===== config.mk =====
export PLATFORM = sky130hd
export DESIGN_NAME = stopwatch_ctrl_flat
export DESIGN_NICKNAME = d
export VERILOG_FILES = /design/src/rtl/stopwatch_ctrl_if.sv /design/src/rtl/stopwatch_ctrl.sv /design/src/flat_wrapper.sv
export SDC_FILE = /design/constraint.sdc
export NUM_CORES = 1
export LEC_CHECK = 0
export BUFFER_PORTS_ARGS = -buffer_cell sky130_fd_sc_hd__buf_4
export CAP_MARGIN = 25
export CORE_UTILIZATION = 30
export DETAILED_ROUTE_END_ITERATION = 6
export GPL_TIMING_DRIVEN = 0
export HOLD_SLACK_MARGIN = 0.15
export PLACE_DENSITY_LB_ADDON = 0.08
export SKIP_LAST_GASP = 1
export SLEW_MARGIN = 20
export SYNTH_ARGS = -nofsm -noshare
export SYNTH_HDL_FRONTEND = slang
export SYNTH_SLANG_ARGS = --single-unit

===== constraint.sdc =====
create_clock -name clk_out -period 3.7 [get_ports clk_out]
set_clock_uncertainty 0.1 [all_clocks]
set_input_delay 0.925 -clock clk_out [delete_from_list [all_inputs] [get_ports clk_out]]
set_output_delay 0.925 -clock clk_out [all_outputs]
set_load 0.01 [all_outputs]

===== src/rtl/stopwatch_ctrl_if.sv =====
// Button, count and display signals between the board/counter side and the stopwatch control FSM.
// The master drives the buttons and live count; the slave (stopwatch_ctrl) returns controls and display data.
interface stopwatch_ctrl_if #(
    parameter int CNT_W     = 17,
    parameter int LAP_DEPTH = 4
);
    localparam int SEL_W = $clog2(LAP_DEPTH);

    logic             sw;
    logic             btn_ss;
    logic             btn_lr;
    logic [CNT_W-1:0] sec_cnt;
    logic [SEL_W-1:0] lap_sel;
    logic             swp;
    logic             cnt_clr;
    logic             disp_frozen;
    logic [CNT_W-1:0] disp_cnt;
    logic [SEL_W:0]   lap_cnt;
    logic [CNT_W-1:0] lap_val;
    logic [1:0]       state;

    modport master (
        output sw, btn_ss, btn_lr, sec_cnt, lap_sel,
        input  swp, cnt_clr, disp_frozen, disp_cnt, lap_cnt, lap_val, state
    );

    modport slave (
        input  sw, btn_ss, btn_lr, sec_cnt, lap_sel,
        output swp, cnt_clr, disp_frozen, disp_cnt, lap_cnt, lap_val, state
    );
endinterface


===== src/rtl/stopwatch_ctrl.sv =====
// Stopwatch control FSM: conditions start/stop and lap/reset buttons, drives counter pause/clear,
// freezes the display on laps and keeps a circular buffer of the most recent lap times.
module stopwatch_ctrl #(
    parameter int CNT_W     = 17,
    parameter int LAP_DEPTH = 4
) (
    input  logic               clk_out,
    input  logic               swrst,
    stopwatch_ctrl_if.slave    bus
);
    localparam int SEL_W = $clog2(LAP_DEPTH);
    localparam logic [SEL_W:0] LAP_FULL = (SEL_W+1)'(LAP_DEPTH);

    typedef enum logic [1:0] {
        IDLE    = 2'd0,
        RUN     = 2'd1,
        PAUSE   = 2'd2,
        LAPVIEW = 2'd3
    } state_t;

    state_t           state_reg, state_next;
    logic             cnt_clr_reg, cnt_clr_next;
    logic             capture, push, wipe;
    logic [CNT_W-1:0] hold_reg;
    logic [SEL_W-1:0] wr_ptr_reg;
    logic [SEL_W:0]   lap_cnt_reg;
    logic [CNT_W-1:0] lap_mem [LAP_DEPTH];
    logic [SEL_W-1:0] rd_idx;
    logic [1:0]       vld_reg;
    logic [1:0]       btn_raw;
    logic [1:0]       press;
    logic             ss_press, lr_press;

    // vld_reg[1] marks the first cycle the synchronizer outputs reflect real button samples
    always_ff @(posedge clk_out or posedge swrst) begin
        if (swrst) vld_reg <= '0;
        else       vld_reg <= {vld_reg[0], 1'b1};
    end

    assign btn_raw = {bus.btn_lr, bus.btn_ss};

    for (genvar gi = 0; gi < 2; gi++) begin : g_btn
        logic s1_reg, s2_reg, edge_reg, armed_reg;

        // A button held through reset stays disarmed until it has been seen released
        always_ff @(posedge clk_out or posedge swrst) begin
            if (swrst) begin
                s1_reg    <= 1'b0;
                s2_reg    <= 1'b0;
                edge_reg  <= 1'b0;
                armed_reg <= 1'b0;
            end else begin
                s1_reg    <= btn_raw[gi];
                s2_reg    <= s1_reg;
                edge_reg  <= s2_reg;
                armed_reg <= armed_reg | (vld_reg[1] & ~s2_reg);
            end
        end

        assign press[gi] = s2_reg & ~edge_reg & armed_reg;
    end

    assign ss_press = press[0] & bus.sw;
    assign lr_press = press[1] & bus.sw & ~ss_press;

    always_ff @(posedge clk_out or posedge swrst) begin
        if (swrst) begin
            state_reg   <= IDLE;
            cnt_clr_reg <= 1'b0;
        end else begin
            state_reg   <= state_next;
            cnt_clr_reg <= cnt_clr_next;
        end
    end

    always_comb begin
        state_next      = state_reg;
        cnt_clr_next    = 1'b0;
        capture         = 1'b0;
        push            = 1'b0;
        wipe            = 1'b0;
        bus.swp         = 1'b1;
        bus.disp_frozen = 1'b0;
        case (state_reg)
            IDLE: begin
                if (ss_press)      state_next = RUN;
                else if (lr_press) cnt_clr_next = 1'b1;
            end
            RUN: begin
                bus.swp = 1'b0;
                if (ss_press) begin
                    state_next = PAUSE;
                end else if (lr_press) begin
                    state_next = LAPVIEW;
                    capture    = 1'b1;
                    push       = 1'b1;
                end
            end
            LAPVIEW: begin
                bus.swp         = 1'b0;
                bus.disp_frozen = 1'b1;
                if (ss_press) begin
                    state_next = PAUSE;
                end else if (lr_press) begin
                    capture = 1'b1;
                    push    = 1'b1;
                end
            end
            PAUSE: begin
                if (ss_press) begin
                    state_next = RUN;
                end else if (lr_press) begin
                    state_next   = IDLE;
                    cnt_clr_next = 1'b1;
                    wipe         = 1'b1;
                end
            end
            default: state_next = IDLE;
        endcase
    end

    always_ff @(posedge clk_out or posedge swrst) begin
        if (swrst)        hold_reg <= '0;
        else if (capture) hold_reg <= bus.sec_cnt;
    end

    // Lap buffer: wr_ptr points at the slot the next push overwrites (the oldest once full)
    always_ff @(posedge clk_out or posedge swrst) begin
        if (swrst) begin
            wr_ptr_reg  <= '0;
            lap_cnt_reg <= '0;
            for (int i = 0; i < LAP_DEPTH; i++) lap_mem[i] <= '0;
        end else if (wipe) begin
            wr_ptr_reg  <= '0;
            lap_cnt_reg <= '0;
            for (int i = 0; i < LAP_DEPTH; i++) lap_mem[i] <= '0;
        end else if (push) begin
            lap_mem[wr_ptr_reg] <= bus.sec_cnt;
            wr_ptr_reg          <= wr_ptr_reg + SEL_W'(1);
            if (lap_cnt_reg != LAP_FULL) lap_cnt_reg <= lap_cnt_reg + (SEL_W+1)'(1);
        end
    end

    assign rd_idx      = wr_ptr_reg - SEL_W'(1) - bus.lap_sel;
    assign bus.lap_val = ({1'b0, bus.lap_sel} < lap_cnt_reg) ? lap_mem[rd_idx] : '0;
    assign bus.lap_cnt = lap_cnt_reg;
    assign bus.disp_cnt = bus.disp_frozen ? hold_reg : bus.sec_cnt;
    assign bus.cnt_clr = cnt_clr_reg;
    assign bus.state   = state_reg;
endmodule

===== src/flat_wrapper.sv =====
// flat-port wrapper written by rule: the top's interface ports become plain ports
module stopwatch_ctrl_flat 
#(
    parameter int CNT_W     = 17,
    parameter int LAP_DEPTH = 4
)
  (clk_out, swrst, bus_sw, bus_btn_ss, bus_btn_lr, bus_sec_cnt, bus_lap_sel, bus_swp, bus_cnt_clr, bus_disp_frozen, bus_disp_cnt, bus_lap_cnt, bus_lap_val, bus_state);
  stopwatch_ctrl_if #(.CNT_W(CNT_W), .LAP_DEPTH(LAP_DEPTH)) bus_i ();
  input  logic clk_out;
  input  logic swrst;
  input wire logic [$bits(bus_i.sw)-1:0] bus_sw;
  input wire logic [$bits(bus_i.btn_ss)-1:0] bus_btn_ss;
  input wire logic [$bits(bus_i.btn_lr)-1:0] bus_btn_lr;
  input wire logic [$bits(bus_i.sec_cnt)-1:0] bus_sec_cnt;
  input wire logic [$bits(bus_i.lap_sel)-1:0] bus_lap_sel;
  output wire logic [$bits(bus_i.swp)-1:0] bus_swp;
  output wire logic [$bits(bus_i.cnt_clr)-1:0] bus_cnt_clr;
  output wire logic [$bits(bus_i.disp_frozen)-1:0] bus_disp_frozen;
  output wire logic [$bits(bus_i.disp_cnt)-1:0] bus_disp_cnt;
  output wire logic [$bits(bus_i.lap_cnt)-1:0] bus_lap_cnt;
  output wire logic [$bits(bus_i.lap_val)-1:0] bus_lap_val;
  output wire logic [$bits(bus_i.state)-1:0] bus_state;
  assign bus_i.sw = bus_sw;
  assign bus_i.btn_ss = bus_btn_ss;
  assign bus_i.btn_lr = bus_btn_lr;
  assign bus_i.sec_cnt = bus_sec_cnt;
  assign bus_i.lap_sel = bus_lap_sel;
  assign bus_swp = bus_i.swp;
  assign bus_cnt_clr = bus_i.cnt_clr;
  assign bus_disp_frozen = bus_i.disp_frozen;
  assign bus_disp_cnt = bus_i.disp_cnt;
  assign bus_lap_cnt = bus_i.lap_cnt;
  assign bus_lap_val = bus_i.lap_val;
  assign bus_state = bus_i.state;
  stopwatch_ctrl #(.CNT_W(CNT_W), .LAP_DEPTH(LAP_DEPTH)) u_core (.clk_out(clk_out), .swrst(swrst), .bus(bus_i));
endmodule

-- Yosys cells after proc, flatten, opt, wreduce, memory -nomap -nowiden
Index checks and enable logic that the tools add are counted.
- register bits: 103
- word-level logic and storage cells: 89
- $add $sub $neg: 4
- $lt $le $gt $ge: 4
- equality and inequality tests: 8
- multiplexer cells: 29
- bitwise logic cells: 18
- reductions and logical operators: 8
- operators with widths (cell ; number):
    68-bit two-way mux ; 2
    17-bit two-way mux ; 5
    68-bit bitwise mux ; 1
    17-bit binary-select mux with 2-bit select ; 1
    17-bit demux with 2-bit select ; 1
    2-bit two-way mux ; 8
    1-bit bitwise AND ; 9
    3-bit two-way mux ; 3
    2-bit one-hot mux with 4 select lines ; 1
    1-bit two-way mux ; 7
    3-bit >= comparator, second input constant ; 2
    3-bit by 1-bit != test with 1-bit output, second input constant ; 2
    2-bit NOT with 3-bit output ; 2
    1-bit NOT ; 5
    2-bit == test, second input constant ; 2
    2-bit by 1-bit != test with 1-bit output, second input constant ; 2
    4-bit AND reduction ; 1
    2-bit nonzero test ; 2
    2-bit OR reduction ; 2
    3-bit by 1-bit adder with 3-bit output, second input constant ; 1
    2-bit by 3-bit < comparator with 1-bit output ; 1
    3-bit by 1-bit < comparator with 1-bit output, second input constant ; 1
    3-bit != test, second input constant ; 1
    2-bit by 1-bit adder with 2-bit output, second input constant ; 1
    7 further kinds ; 8

-- Logic depth before layout (Yosys ltp)
Gate-level depths: netlist of run 1.
- depth in word-level cells: 11
- gate-level depth with buffers: 7
- mapped depth without buffers: 6

-- Worst setup path after synthesis of run 1
No wires, ideal clock.
- path kind: input-to-output
- start point: input port bus_lap_sel[0]
- end point: output port bus_lap_val[10]
- data arrival time: 2147 ps
- data required time: 2675 ps
- path slack: 528 ps
- cell stages on the path: 7
- path buffers: 1
- path through: inv_1 -> ha_1 -> xnor2_2 -> xnor2_4 -> buf_4 -> mux2i_1 -> o22ai_1
- cells in the longest elaborated chain, start to end: 6
- ends and longest elaborated chain (what ; line ; RTL):
    from (decl) ; flat_wrapper.sv:15 ; input wire logic [$bits(bus_i.lap_sel)-1:0] bus_lap_sel;
    2-bit subtractor ; stopwatch_ctrl.sv:144 ; assign rd_idx = wr_ptr_reg - SEL_W'(1) - bus.lap_sel;
    2-bit NOT with 3-bit output (implied by the code) ; stopwatch_ctrl.sv:145 ; assign bus.lap_val = ({1'b0, bus.lap_sel} < lap_cnt_reg) ? lap_mem[rd_idx] : '0;
    17-bit binary-select mux with 2-bit select ; stopwatch_ctrl.sv:145 ;
    17-bit two-way mux (implied by the code) (2 in a row) ; stopwatch_ctrl.sv:145 ;
    17-bit two-way mux (*) ; stopwatch_ctrl.sv:145 ;
    to (decl) ; flat_wrapper.sv:21 ; output wire logic [$bits(bus_i.lap_val)-1:0] bus_lap_val;
Mark *: on every way between the ends. The rest lies on a longest branch, timed or not. The select of a mux whose other input is x is not followed.

-- Final worst setup path of run 1
- start point: input port bus_lap_sel[1]
- end point: output port bus_lap_val[13]
The elaborated chain is that of the path after synthesis.

==> results of run 1 <==
where the power goes:
| part | leakage [µW] | switching (µW) | internal, µW |
|---|---|---|---|
| Combinational | 0.00145 | 1230 | 1310 |
| Clock | 0.000127 | 411 | 472 |
| Sequential | 0.00122 | 287 | 1530 |
how the worst max path moves through the flow:
stage                   startpoint               to  slack (ps)  cells after the start
finish              bus_lap_sel[1]  bus_lap_val[13]         130                      7
global route        bus_lap_sel[1]  bus_lap_val[15]         0.2                      7
CTS                 bus_lap_sel[0]  bus_lap_val[15]          20                      9
detailed placement  bus_lap_sel[1]  bus_lap_val[15]        -470                      7
global placement    bus_lap_sel[1]  bus_lap_val[15]        -490                      7
floorplan           bus_lap_sel[0]  bus_lap_val[10]         530                      7
critical path: cells and delay by family:
kind	cells	cell delay [ps]
AO/OA/AOI/OAI	3	760
buffers and inverters	3	580
adder cells (fa/ha/maj)	1	270
timing repair:
item	in CTS	in global routing
pin swaps	0	1
endpoints found under the setup margin	11	17
setup buffers	0	2
resized for setup	4	4
cells in the final DEF (no fill, tap or decap), types with 5 or more instances in the layout:
master       n
buf_4       71
buf_6        7
clkbuf_1    15
mux2_1       9
o22ai_1     17
buf_2        5
mux2i_1     34
dfrtp_1    103
nand2_1     13
clkbuf_16    9
ha_1         8
o21ai_0      6
mux2_2      25
a22o_1     101
inv_1        9
logic make-up after synthesis:
| kind of cell | count (synthesis) | synth area share |
|---|---|---|
| AOI/OAI and AO/OA | 139 | 0.224 |
| xor gates and xnor gates | 3 | 0.0104 |
| adders and majority gates | 8 | 0.0199 |
| buffers and inverters | 40 | 0.0435 |
| DFF | 103 | 0.512 |
| muxes | 68 | 0.144 |
| other | 1 | 0.000744 |
| and+or+nand+nor | 32 | 0.0467 |
area by class of cell:
cell class,instances,area (µm²)
plain buffers,28,180
clock buffers,14,254
clock inverters,1,5.00
fillers,1641,10300
inverters,12,48.8
multi-input cells,251,2260
flip-flops and latches,103,2580
well taps,220,275
repair buffers,70,571
routing by layer:
layer,GRT usage,wire length (µm),vias up
li1,-,-,1669
met4,0.0523,176,0
met3,0.0255,633,12
met5,0,0,-
met2,0.282,6900,92
met1,0.239,6660,1902
through the flow:
step	util	power [µW]	TNS, ps
after global routing	0.375	5610	0
final	0.375	5240	0
after floorplan	-	3460	0
after CTS	0.373	5260	0
after global placement	0.353	4280	-4440
after detailed placement	0.357	4330	-4520
==> run_results.csv, run 1 <==
group,metric,value,unit
placement,dp.cells,682,
drt,via_count,3675,
synthesis,synth.top_cell.area_share,0.512,
synthesis,synth_top_area_cell,"dfrtp_1",
die,dieArea,17300,µm²
worst_setup_path,cp.arrival,2550,ps
layout,drive_gt1_frac,0.282,
layout,fin_nets,507,
drt,via_per_inst,5.26,
synthesis,synth-edff-count,0,
synthesis,syn_area,5040,µm²
pwr,pwr_density_cell,848,nW/µm²
pwr,vdd_drop_max,278,µV
layout,diodes,0,
cts,cts_tree,"yes",
worst_setup_path,crit_required,2670,ps
placement,place_area,5870,µm²
cts,cts_num_sinks,103,
sta,setup_viol,0,
sta,tightest_slew,692,ps
worst_setup_path,cp_common_cell,"buf_4",
status,status,"finished clean",
synthesis,synthTopCellsByCount,"103 x dfrtp_1, 101 x a22o_1, 34 x mux2i_1",
worst_setup_path,regToRegEndpoint,"u_core.lap_mem[59]",
layout,design_area,6170,µm²
worst_setup_path,worst_setup_path_start_kind,"primary input",
hold_path,hold_path_class,"reg -> reg",
synthesis,avgSynthCellArea,12.8,µm²
die,core,16500,µm²
cts,cts_buffers,9,
hold_path,hold-path-cell-count,0,
worst_setup_path,reg2reg_from,"u_core.wr_ptr_reg[1]",
cts,ctsHoldBuffers,0,
placement,place_ws,-472,ps
sta,period_minus_slack,3570,ps
global_route,grt_pass1_vias,3747,
die,initial_core_util,0.306,
placement,gp_congestion,0.727,
sta,rsz0062_at_grt,"no",
sta,setup_slack,128,ps
die,dieHeight,132,µm
global_route,grt_first_pass_wirelength,22.6,mm
cts,cts_root_buf,"clkbuf_16",
drt,postRouteAntennaNets,0,
worst_setup_path,cpPeakStageDelay,350,ps
synthesis,synth_nets,426,
synthesis,async_reset_ff_frac,1.00,
sta,maxSlewHeadroom,0.537,
synthesis,yosys_register_bits,103,
synthesis,yosysSeqAreaShare,0.512,
drt,wl_per_cell,20.6,µm
cts,clk_pin_slew,70,ps
worst_setup_path,r2r_slack,1270,ps
synthesis,ys_types,39,
pwr,p_leak,0.00280,µW
worst_setup_path,cp_max_fo,10,
global_route,antenna_found_initial,0,
worst_setup_path,crit_path_top_delay_cell,"a21oi_1",
die,rows,47,
synthesis,yosys_warnings,0,
synthesis,synthCells,394,
drt,totalWireLength,14.4,mm
hold_path,min_to,"u_core.g_btn[0].s2_reg",
worst_setup_path,cp_cell_sequence,"buf_4, ha_1, a21oi_1, o21ai_4, clkbuf_2, o22ai_1, buf_4",
sta,finalHoldViolCount,0,
die,ioPinCount,66,
drt,drc,0,
synthesis,synth_area_leaders,"dfrtp_1 51%, a22o_1 18%, mux2i_1 6.8%",
synthesis,synth_flop_cell,"dfrtp_1",
placement,dp_hpwl,9.57,mm
cts,cts.path.max_buffers,2,
worst_setup_path,cp-end-kind,"primary output",
layout,largest_reg_flops,68,
global_route,grt_overflow_total,0,
placement,numPortBuffers,65,
synthesis,yosysMostFrequentCell,"dfrtp_1",
worst_setup_path,r2r_cells,7,
sta,max_clock_freq,0.280,GHz
sta,finalMaxSlewViolations,0,
sta,fin_hold_ws,250,ps
drt,drtIter0Drc,169,
global_route,grt_usage,0.174,
cts,clk_latency,350,ps
global_route,grt_max_degree,32,
die,die_x,132,µm
layout,syn2layout_area_growth,22.6,%
hold_path,holdCritStartpoint,"u_core.g_btn[0].s1_reg",
cts,htreeDepth,3,
flow_run,cap_violations,0,
drt,drt_pass1_iterations,4,
worst_setup_path,critical_path_class,"in -> out",
sta,period_share,0.966,
layout,fin_cells,699,
No activity file was read; power rests on OpenSTA's default activity.
==> run 2: changes to the inputs <==
--- a/config.mk
+++ b/config.mk
@@ -8,6 +8,7 @@
 export BUFFER_PORTS_ARGS = -buffer_cell sky130_fd_sc_hd__buf_4
 export CAP_MARGIN = 25
 export CORE_UTILIZATION = 30
+export CTS_BUF_LIST = sky130_fd_sc_hd__clkbuf_4
 export DETAILED_ROUTE_END_ITERATION = 6
 export GPL_TIMING_DRIVEN = 0
 export HOLD_SLACK_MARGIN = 0.15
==> run_results.csv, run 2 (synthesis gave the netlist of run 1 again) <==
group,metric,value,unit
pwr,p_int,3000,µW
cts,clk_latency,480,ps
hold_path,min_to,"u_core.g_btn[0].s2_reg",
cts,cts_root_buf,"clkbuf_4",
sta,rsz0062_at_grt,"no",
layout,fin_nets,507,
pwr,clkPwrFrac,0.110,
worst_setup_path,cp.arrival,2540,ps
cts,ctsHoldBuffers,0,
global_route,grt_overflow_total,0,
worst_setup_path,reg2reg_from,"u_core.wr_ptr_reg[1]",
worst_setup_path,cp-end-kind,"primary output",
layout,drive_gt1_frac,0.290,
flow_run,cap_violations,0,
worst_setup_path,cp_max_fo,10,
die,rows,47,
layout,layout_common_cells,"103 x dfrtp_1, 101 x a22o_1, 71 x buf_4, 34 x mux2i_1, 25 x mux2_2",
layout,regArea,2580,µm²
worst_setup_path,cp_common_cell,"buf_4",
drt,drc,0,
worst_setup_path,crit_required,2670,ps
pwr,p_total,4880,µW
drt,top_signal_layer_used,"met4",
layout,diodes,0,
worst_setup_path,regToRegEndpoint,"u_core.lap_mem[38]",
placement,dp_hpwl,9.57,mm
hold_path,holdCritStartpoint,"u_core.g_btn[0].s1_reg",
cts,htreeDepth,3,
layout,syn2layout_area_growth,19.6,%
global_route,grt_first_pass_wirelength,22.5,mm
hold_path,hold-path-cell-count,0,
global_route,grt_max_degree,32,
sta,tightest_slew,697,ps
pwr,vdd_drop_max,256,µV
sta,maxSlewHeadroom,0.534,
pwr,pwr_density_cell,810,nW/µm²
global_route,grt_pass1_vias,3742,
cts,cts_buffers,9,
worst_setup_path,critical_path_class,"in -> out",
die,initial_core_util,0.306,
layout,nFillCells,1662,
placement,gp_congestion,0.727,
layout,largest_reg_flops,68,
cts,cts_tree,"yes",
drt,drtIter0Drc,167,
global_route,grt_usage,0.174,
drt,drt_pass1_iterations,4,
layout,layout_commonest_cell,"dfrtp_1",
die,dieArea,17300,µm²
die,ioPinCount,66,
drt,wl_met2,6.86,mm
cts,cts_num_sinks,103,
hold_path,hold_path_class,"reg -> reg",
worst_setup_path,worst_setup_path_start_kind,"primary input",
drt,wl_per_cell,20.4,µm
pwr,seq_power_share,0.371,
drt,via_count,3644,
drt,postRouteAntennaNets,0,
pwr,swShare,0.386,
sta,period_minus_slack,3560,ps
die,dieHeight,132,µm
drt,totalWireLength,14.3,mm
worst_setup_path,cp_cell_sequence,"buf_4, inv_1, ha_1, xnor2_2, xnor2_4, buf_4, mux2i_1, o22ai_1, buf_4",
sta,max_clock_freq,0.281,GHz
cts,cts.path.max_buffers,2,
drt,met1_length,6.58,mm
drt,via_per_inst,5.21,
placement,numPortBuffers,65,
drt,wl_met3,631,µm
sta,finalMaxSlewViolations,0,
worst_setup_path,crit_path_top_delay_cell,"buf_4",
die,core,16500,µm²
worst_setup_path,cpPeakStageDelay,290,ps
pwr,switching_power,1880,µW
sta,setup_viol,0,
sta,finalHoldViolCount,0,
cts,clk_pin_slew,150,ps
pwr,p_leak,0.00274,µW
worst_setup_path,r2r_slack,1290,ps
sta,period_share,0.962,
pwr,combPwrFrac,0.519,
global_route,antenna_found_initial,0,
layout,multi_input_area,2270,µm²
die,die_x,132,µm
status,status,"finished clean",
worst_setup_path,r2r_cells,7,
layout,fin_util,0.366,
[run 2: cell count changes in the layout (fill, tap and decap cells not counted)]
cell / delta
a21oi_2: +1
clkbuf_4: +13
a21oi_1: -1
clkbuf_16: -9
clkbuf_8: -1
clkinv_1: +1
clkbuf_1: -4
[run 2: how the worst max path moves through the flow]
| stage | from | to | slack (ps) |
|---|---|---|---|
| floorplan | bus_lap_sel[0] | bus_lap_val[10] | 530 |
| global placement | bus_lap_sel[1] | bus_lap_val[15] | -490 |
| detailed placement | bus_lap_sel[1] | bus_lap_val[15] | -470 |
| CTS | u_core.wr_ptr_reg[0] | bus_lap_val[15] | 20 |
| global route | u_core.bus.state[0] | bus_disp_cnt[14] | 20 |
| finish | bus_lap_sel[0] | bus_lap_val[3] | 140 |
[run 2: critical path, delay by kind of cell]
family                   cells  cell delay, ps
AO/OA/AOI/OAI                1             120
adder cells (fa/ha/maj)      1             210
buffers and inverters        4             570
XOR/XNOR                     2             430
multiplexers                 1             260
[run 2: per-stage QoR]
stage                     hold slack, ps  TNS [ps]  setup slack (ps)  area, µm²  std cells
after CTS                            270         0              22.8       5990        697
after floorplan                      231         0               528       5040        394
final                                267         0               140       6030        699
after global routing                 281         0              15.5       6030        699
after global placement               233     -4440              -487       5800        679
after detailed placement             237     -4520              -472       5870        682
[run 2: final cells by class]
| class | count | area share |
|---|---|---|
| timing repair buffer | 70 | 0.0947 |
| multi-input combinational | 251 | 0.376 |
| tap | 220 | 0.0457 |
| clock buffer | 13 | 0.0162 |
| sequential | 103 | 0.428 |
| buffer | 28 | 0.0299 |
| clock inverter | 2 | 0.00145 |
| inverter | 12 | 0.00810 |
[run 2: layer usage]
metal  global-route usage  vias up
li1                     -     1671
met1                0.238     1872
met2                0.281       88
met3               0.0255       13
met4               0.0562        0
met5                    0        -
[run 2: repair_timing]
| item | CTS | global route |
|---|---|---|
| setup buffers | 0 | 2 |
| gates cloned | 0 | 0 |
| setup endpoints to repair | 11 | 17 |
| hold endpoints to repair | 0 | 0 |
| pin swaps | 0 | 1 |
| gates resized for setup | 4 | 5 |
[run 2: power by group through the flow]
stage                     clock [µW]  sequential, µW  combinational (µW)
final                            537            1810                2530
after global routing             606            1870                2770
after CTS                        569            1810                2530
after detailed placement           0            1830                2510
after global placement             0            1810                2470
after floorplan                    0            1760                1690
